### src/rtl/cpu_mem_arbiter.sv
// Registered three-way memory bus controller: mem stage, instruction fetch and DMA
// share one external port through an IDLE -> ACCESS -> DONE sequence.
module cpu_mem_arbiter #(
  parameter int AW           = 16,
  parameter int DW           = 16,
  parameter int STARVE_LIMIT = 8,
  parameter int WAIT_MAX     = 64
) (
  input  logic          clk,
  input  logic          rst_n,
  input  logic          mreq_i,
  input  logic          freq_i,
  input  logic          dreq_i,
  input  logic [AW-1:0] maddr_i,
  input  logic [AW-1:0] faddr_i,
  input  logic [AW-1:0] daddr_i,
  input  logic          mwe_i,
  input  logic          dwe_i,
  input  logic [DW-1:0] mwdata_i,
  input  logic [DW-1:0] dwdata_i,
  output logic          mack_o,
  output logic          fack_o,
  output logic          dack_o,
  output logic [DW-1:0] rdata_o,
  output logic          err_o,
  output logic [AW-1:0] addr_o,
  output logic          re_o,
  output logic          we_o,
  output logic [DW-1:0] data_o,
  output logic          data_oe_o,
  input  logic [DW-1:0] data_i,
  input  logic          needWait_i
);

  localparam int SW = $clog2(STARVE_LIMIT + 1);
  localparam int WW = $clog2(WAIT_MAX + 1);

  typedef enum logic [1:0] {IDLE = 2'd0, ACCESS = 2'd1, DONE = 2'd2} state_t;

  state_t        state, state_next;
  logic [SW-1:0] starve_cnt;
  logic [WW-1:0] wait_cnt;
  logic [2:0]    owner;  // one-hot {dma, fetch, mem} of the latched winner
  logic          any_req, starved, gnt_m, gnt_f, gnt_d, timeout_hit;
  logic [AW-1:0] sel_addr;
  logic          sel_we;
  logic [DW-1:0] sel_wdata;

  always_comb begin
    any_req     = mreq_i | freq_i | dreq_i;
    starved     = dreq_i && (starve_cnt == SW'(STARVE_LIMIT));
    gnt_m       = !starved && mreq_i;
    gnt_f       = !starved && !mreq_i && freq_i;
    gnt_d       = starved || (dreq_i && !mreq_i && !freq_i);
    sel_addr    = daddr_i;
    sel_we      = dwe_i;
    sel_wdata   = dwdata_i;
    if (gnt_m) begin
      sel_addr  = maddr_i;
      sel_we    = mwe_i;
      sel_wdata = mwdata_i;
    end else if (gnt_f) begin
      sel_addr  = faddr_i;
      sel_we    = 1'b0;
      sel_wdata = '0;
    end
    timeout_hit = needWait_i && (wait_cnt == WW'(WAIT_MAX - 1));
  end

  always_comb begin
    state_next = state;
    case (state)
      IDLE:    if (any_req) state_next = ACCESS;
      ACCESS:  if (!needWait_i || timeout_hit) state_next = DONE;
      DONE:    state_next = IDLE;
      default: state_next = IDLE;
    endcase
  end

  always_ff @(posedge clk or negedge rst_n) begin
    if (!rst_n) state <= IDLE;
    else        state <= state_next;
  end

  always_ff @(posedge clk or negedge rst_n) begin
    if (!rst_n) begin
      starve_cnt <= '0;
      wait_cnt   <= '0;
      owner      <= '0;
      addr_o     <= '0;
      re_o       <= 1'b0;
      we_o       <= 1'b0;
      data_o     <= '0;
      data_oe_o  <= 1'b0;
      mack_o     <= 1'b0;
      fack_o     <= 1'b0;
      dack_o     <= 1'b0;
      err_o      <= 1'b0;
      rdata_o    <= '0;
    end else begin
      case (state)
        IDLE: begin
          if (any_req) begin
            owner     <= {gnt_d, gnt_f, gnt_m};
            addr_o    <= sel_addr;
            re_o      <= !sel_we;
            we_o      <= sel_we;
            data_o    <= sel_wdata;
            data_oe_o <= sel_we;
          end
          if (gnt_d)
            starve_cnt <= '0;
          else if (dreq_i && starve_cnt != SW'(STARVE_LIMIT))
            starve_cnt <= starve_cnt + SW'(1);
        end
        ACCESS: begin
          wait_cnt <= needWait_i ? wait_cnt + WW'(1) : '0;
          // we_o still holds the latched direction while the access is on the bus
          if (!needWait_i || timeout_hit) begin
            if (!needWait_i && !we_o) rdata_o <= data_i;
            {dack_o, fack_o, mack_o} <= owner;
            err_o     <= needWait_i;
            addr_o    <= '0;
            re_o      <= 1'b0;
            we_o      <= 1'b0;
            data_o    <= '0;
            data_oe_o <= 1'b0;
          end
        end
        DONE: begin
          mack_o   <= 1'b0;
          fack_o   <= 1'b0;
          dack_o   <= 1'b0;
          err_o    <= 1'b0;
          wait_cnt <= '0;
        end
        default: ;
      endcase
    end
  end

endmodule
### config.mk
export PLATFORM = sky130hd
export DESIGN_NAME = cpu_mem_arbiter
export DESIGN_NICKNAME = d
export VERILOG_FILES = /design/src/rtl/cpu_mem_arbiter.sv
export SDC_FILE = /design/constraint.sdc
export NUM_CORES = 1
export LEC_CHECK = 0
export ABC_AREA = 1
export CORE_MARGIN = 10
export CORE_UTILIZATION = 43
export DETAILED_ROUTE_END_ITERATION = 8
export PLACE_DENSITY = 0.85
export SETUP_SLACK_MARGIN = 0.4
export SYNTH_ARGS = -nofsm -noshare
export SYNTH_HDL_FRONTEND = slang
export SYNTH_SLANG_ARGS = --single-unit
### constraint.sdc
create_clock -name clk -period 2.05 [get_ports clk]
set_clock_uncertainty 0.2 [all_clocks]
set_input_delay 0.3075 -clock clk [delete_from_list [all_inputs] [get_ports clk]]
set_output_delay 0.3075 -clock clk [all_outputs]
set_load 0.01 [all_outputs]
# Word-level counts from Yosys, hierarchy flattened
# Cells that the tools add are included.
# totals
regBits	70
latchBits	0
ramBits	0
mem_bits_ro	0
in_bits	104
out_inout_bits	55
elab_cells	82
mem_count	0
# op_classes
addsub	2
multipliers	0
n_div	0
order_cmp	0
n_eq_ne	7
n_shift	0
mux	31
n_bitwise	2
n_reduce_logical	27
# ops
cell	n
16-bit 2-to-1 mux	7
16-bit one-hot mux with 2 select lines	2
7-bit one-hot mux with 2 select lines	1
1-bit one-hot mux with 2 select lines	6
1-bit logical AND	9
1-bit 2-to-1 mux	9
4-bit 2-to-1 mux	2
2-bit AND reduction	4
7-bit by 1-bit adder with 7-bit output, second input constant	1
7-bit by 6-bit equality test with 1-bit output, second input constant	1
7-bit 2-to-1 mux	1
1-bit logical NOT	6
3-bit AND reduction	2
2-bit nonzero test	3
4-bit by 1-bit adder with 4-bit output, second input constant	1
4-bit equality test, second input constant	1
2-bit 2-to-1 mux	2
2-bit != test, second input constant	2
4-bit != test, second input constant	1
2-bit one-hot mux with 2 select lines	1
2-bit by 1-bit equality test with 1-bit output, second input constant	1
2-bit equality test, second input constant	1
2-bit logical NOT	1
1-bit logical OR	2
1-bit OR	2

# Logic depth before layout (Yosys ltp)
# logic_depth
depth_word	10
ltp_mapped	11
mapped_depth_nobuf	10

# Worst setup path before layout
# Ideal clock, no wire load.
# synth_timing
path_kind	reg2reg
from	register state[0]
to	register rdata_o[10]
setup_ps	125
arrival_time_ps	1420
slack_ps	305
path_stages_with_launch	6
path_buffers	2
cell_sequence	dfrtp_1 -> ha_1 -> buf_2 -> nand2_2 -> buf_2 -> mux2_2
# synth_between
elab_chain_cells	2
# synth_lines
item	line	source
start: declaration	40	state_t state, state_next;
start signal: assignment	82	else state <= state_next;
2-bit by 1-bit equality test with 1-bit output	101	case (state)
3-bit AND reduction (no line)	n/a	
end signal: assignment	120	if (!needWait_i && !we_o) rdata_o <= data_i;
end: declaration	24	output logic [DW-1:0] rdata_o,
# Every way passes these cells.
# A chain may end at the register's enable or synchronous reset.

# Final worst setup path
# layout_timing
from	register starve_cnt[0]
to	register addr_o[14]
# layout_between
elab_chain_cells	9
elab_cells_between_ends	10
cone_classes	eq/ne (1); mux (4); reduce/logical (5)
# layout_lines
item	line	source
start: declaration	41	logic [SW-1:0] starve_cnt;
start signal: assignment	114	starve_cnt <= starve_cnt + SW'(1);
4-bit equality test *	51	starved = dreq_i && (starve_cnt == SW'(STARVE_LIMIT));
1-bit logical AND *	51	
1-bit logical NOT *	52, 53	
1-bit logical AND (2 in series)	53	gnt_f = !starved && !mreq_i && freq_i;
16-bit 2-to-1 mux	62	end else if (gnt_f) begin
16-bit 2-to-1 mux *	58	if (gnt_m) begin
16-bit 2-to-1 mux *	103	if (any_req) begin
16-bit one-hot mux with 2 select lines *	101	
end signal: assignment	105	addr_o <= sel_addr;
end: declaration	26	output logic [AW-1:0] addr_o,
# Every way passes the cells marked *; elsewhere a longest branch is shown, timed or not. The select of a mux whose other input is x is not followed.

==> out/results.ini <==
[outcome]
status=finished clean

[run]
cap_violations=0

[detailed_routing]
ant_nets=0
first_iter_violations=201
wl_um=14700
dr.pass1.iters=4
wl_per_cell_um=20.2
drc=0
vias=3916
viasPerCell=5.36

[worst_setup_path]
slowest_delay_ns=0.40
path_cells=inv_2 > ha_4 > nand2_2 > inv_2 > nand2_8 > buf_6 > buf_16 > nand3_2 > nand3_2 > nand3_2 > nand2_2
r2r-start=starve_cnt[0]
cp_slowest_cell=dfrtp_1
worstSetupPathType=reg -> reg
end_kind=register
reg2reg_slack_ns=0.27
critPathTopFamily=simple AND/OR/NAND/NOR gates
critPathLaunch=starve_cnt[0]
cp_max_fo=8
start_kind=register
worstPathRequired_ns=2.08
cp_common_cell=nand3_2
worst_ep_arrival_time_ns=1.81
path_buf_inv=4

[pwr]
p_comb_frac=0.540
internal_power_mw=4.59
p_seq_frac=0.309
vdd_drop_max_v=0.000664
p_per_area_mw_per_mm2=1190
switching_share=0.402
p_leak_nw=3.15
pwr-share-clk=0.151
p_switching_mw=3.09

[logic_synthesis]
synth_edf_count=0
synth_seq_cells=70
yosys.area_share.simple=0.348
ys.flop_type=dfrtp_1
synthesis.area_mm2=0.00367
yosysSeqAreaShare=0.477
synthArstFlopShare=1.00
yosys_warnings=0
synth_top_family_by_area=simple AND/OR/NAND/NOR gates
synth_nets=545
synth.area.top_cells=dfrtp_1 (48%), nand2_1 (17%), nand3_1 (9.3%)
netlist_instances=434
synth_fa_ha_area_frac=0.0238
ys_types=36
syn-mean-instance-area_um2=8.46
synth_top_cell_area_share=0.477
synth.largest_area_cell=dfrtp_1
synthXorXnorAreaFrac=0.00238
synth-compound-area-share=0.0347
synthMuxAreaShare=0.0490

[place]
dp_hpwl_um=8820
post-place-ws_ns=0.0969
gp_congestion=0.812
dpl_cell_area_mm2=0.00538
port_buffers=158

[die]
io_pins=159
die_x_um=112
chipHeight_um=112
die-area_mm2=0.0126
rows=33
initial_core_util=0.445
core_area_mm2=0.00826

[global_route]
grt_first_pass_wirelength_um=21800
gr-usage-met1=0.224
grt.met2_usage=0.360
grt_max_degree=71
met3_usage=0.0990
antenna_found_initial=0
grt_use_total=0.211
overflow=0
busiest_layer=met2
grt_pass1_vias=4214

[sta]
slew_violations=0
fin_tns_setup_ns=0
period_share=0.867
rsz0062_at_grt=true
max_freq_mhz=563
layout_min_cycle_time_ns=1.78
finalSetupViolCount=0
relSlewSlack=0.727
worstMarginPinSlew_ns=0.405
hold_violations=0
fin_ws_ns=0.272

[finish]
area_growth_pct=76.2
num_antenna_cells=0
drive_gt1_frac=0.300
final_common_cell=nand2_1
final_area_mm2=0.00647
mostFrequentLayoutCells=nand2_1 (140), clkdlybuf4s50_1 (102), dfrtp_1 (69), dlygate4sd2_1 (55), nand3_2 (52)
nNetsFinal=732

[cts]
clockBufferDepth=2
clk-insertion-delay-late_ns=0.34
numCtsBuffers=9
cts-root-buf=clkbuf_8
clkTransAtPathRegs_ns=0.08
cts.sinks=70
ctsHtreeMaxLevel=3
cts_tree=done

[hold_path]
hold_class=reg -> reg
worstHoldStart=data_o[11]

-- synth_stat cells (4+ instances only) --
master   instances
nand4_1          4
inv_1           19
buf_2            8
or2_2            5
nor2_1           9
buf_4            4
a21oi_1          5
nand3_1         68
o21ai_0          8
dfrtp_1         70
nand2_1        164
ha_1             7
mux2_2          16
or2_0            7
buf_6            7
or2_1            4
nor3_1           4
-- worst register-to-register path: cells and delay by family, from the launching register on --
family,cells,cell delay (ns)
AND/OR/NAND/NOR,6,0.48
buffers and inverters,4,0.46
flip-flops,1,0.40
adder cells (fa/ha/maj),1,0.12
-- through the flow --
stage | std cells | utilization | power (mW) | hold slack [ns]
2_1_floorplan | 434 | - | 4.11 | -0.188
3_3_place_gp | 686 | 0.651 | 5.72 | 0.158
3_5_place_dp | 686 | 0.651 | 5.84 | 0.161
4_1_cts | 724 | 0.745 | 6.98 | 0.271
5_1_grt | 731 | 0.784 | 8.16 | 0.296
6_report | 731 | 0.784 | 7.69 | 0.265
-- power groups by stage --
stage | clock, mW | sequential [mW] | combinational, mW
after floorplan | 0 | 2.53 | 1.58
after global placement | 0 | 2.33 | 3.39
after detailed placement | 0 | 2.36 | 3.48
after CTS | 1.17 | 2.31 | 3.50
after global routing | 1.23 | 2.44 | 4.49
final | 1.16 | 2.37 | 4.15
-- worst paths after layout --
check	cells after the start	to
min in group asynchronous	3	data_o[3]
worst min-delay path	2	data_o[11]
worst max-delay path	11	addr_o[14]
worst max register to register	11	addr_o[14]
max in group asynchronous	3	data_oe_o
worst min register to register	2	data_o[11]
-- logic make-up (layout without fill, tap and decap cells) --
group,count (synthesis),after routing
buf+inv,42,229
simple gates,278,283
mux,16,16
fa+ha+maj,7,7
xor+xnor,1,1
compound gates,20,20
flops,70,70
-- per-layer routing --
metal | vias up | part of all wire
met4 | 0 | 0.040
met5 | - | 0
met1 | 1851 | 0.36
li1 | 1791 | -
met2 | 224 | 0.49
met3 | 50 | 0.11
-- flip-flops by register name, indices dropped and copies added, names as in the netlist --
name / flops
addr_o: 16
data_o: 16
rdata_o: 16
wait_cnt: 7
starve_cnt: 4
owner: 3
state: 2
dack_o: 1
data_oe_o: 1
err_o: 1
fack_o: 1
mack_o: 1
re_o: 1
-- area by class of cell --
type | count | area (um^2)
Inverter | 22 | 87.6
Sequential cell | 70 | 1750
Multi-Input combinational cell | 327 | 2270
Fill cell | 503 | 1780
Timing Repair Buffer | 191 | 2020
Clock inverter | 5 | 57.6
Clock buffer | 11 | 151
Tap cell | 105 | 131
-- timing repair --
item                                    in CTS  in global routing
pin swaps                                   42                 25
hold buffers                                 1                  0
gates cloned                                 9                  4
endpoints found under the hold margin       70                  0
setup buffers                               12                  3
endpoints found under the setup margin     113                 65
resized for setup                          133                 60
(Power assumes the default switching activity.)
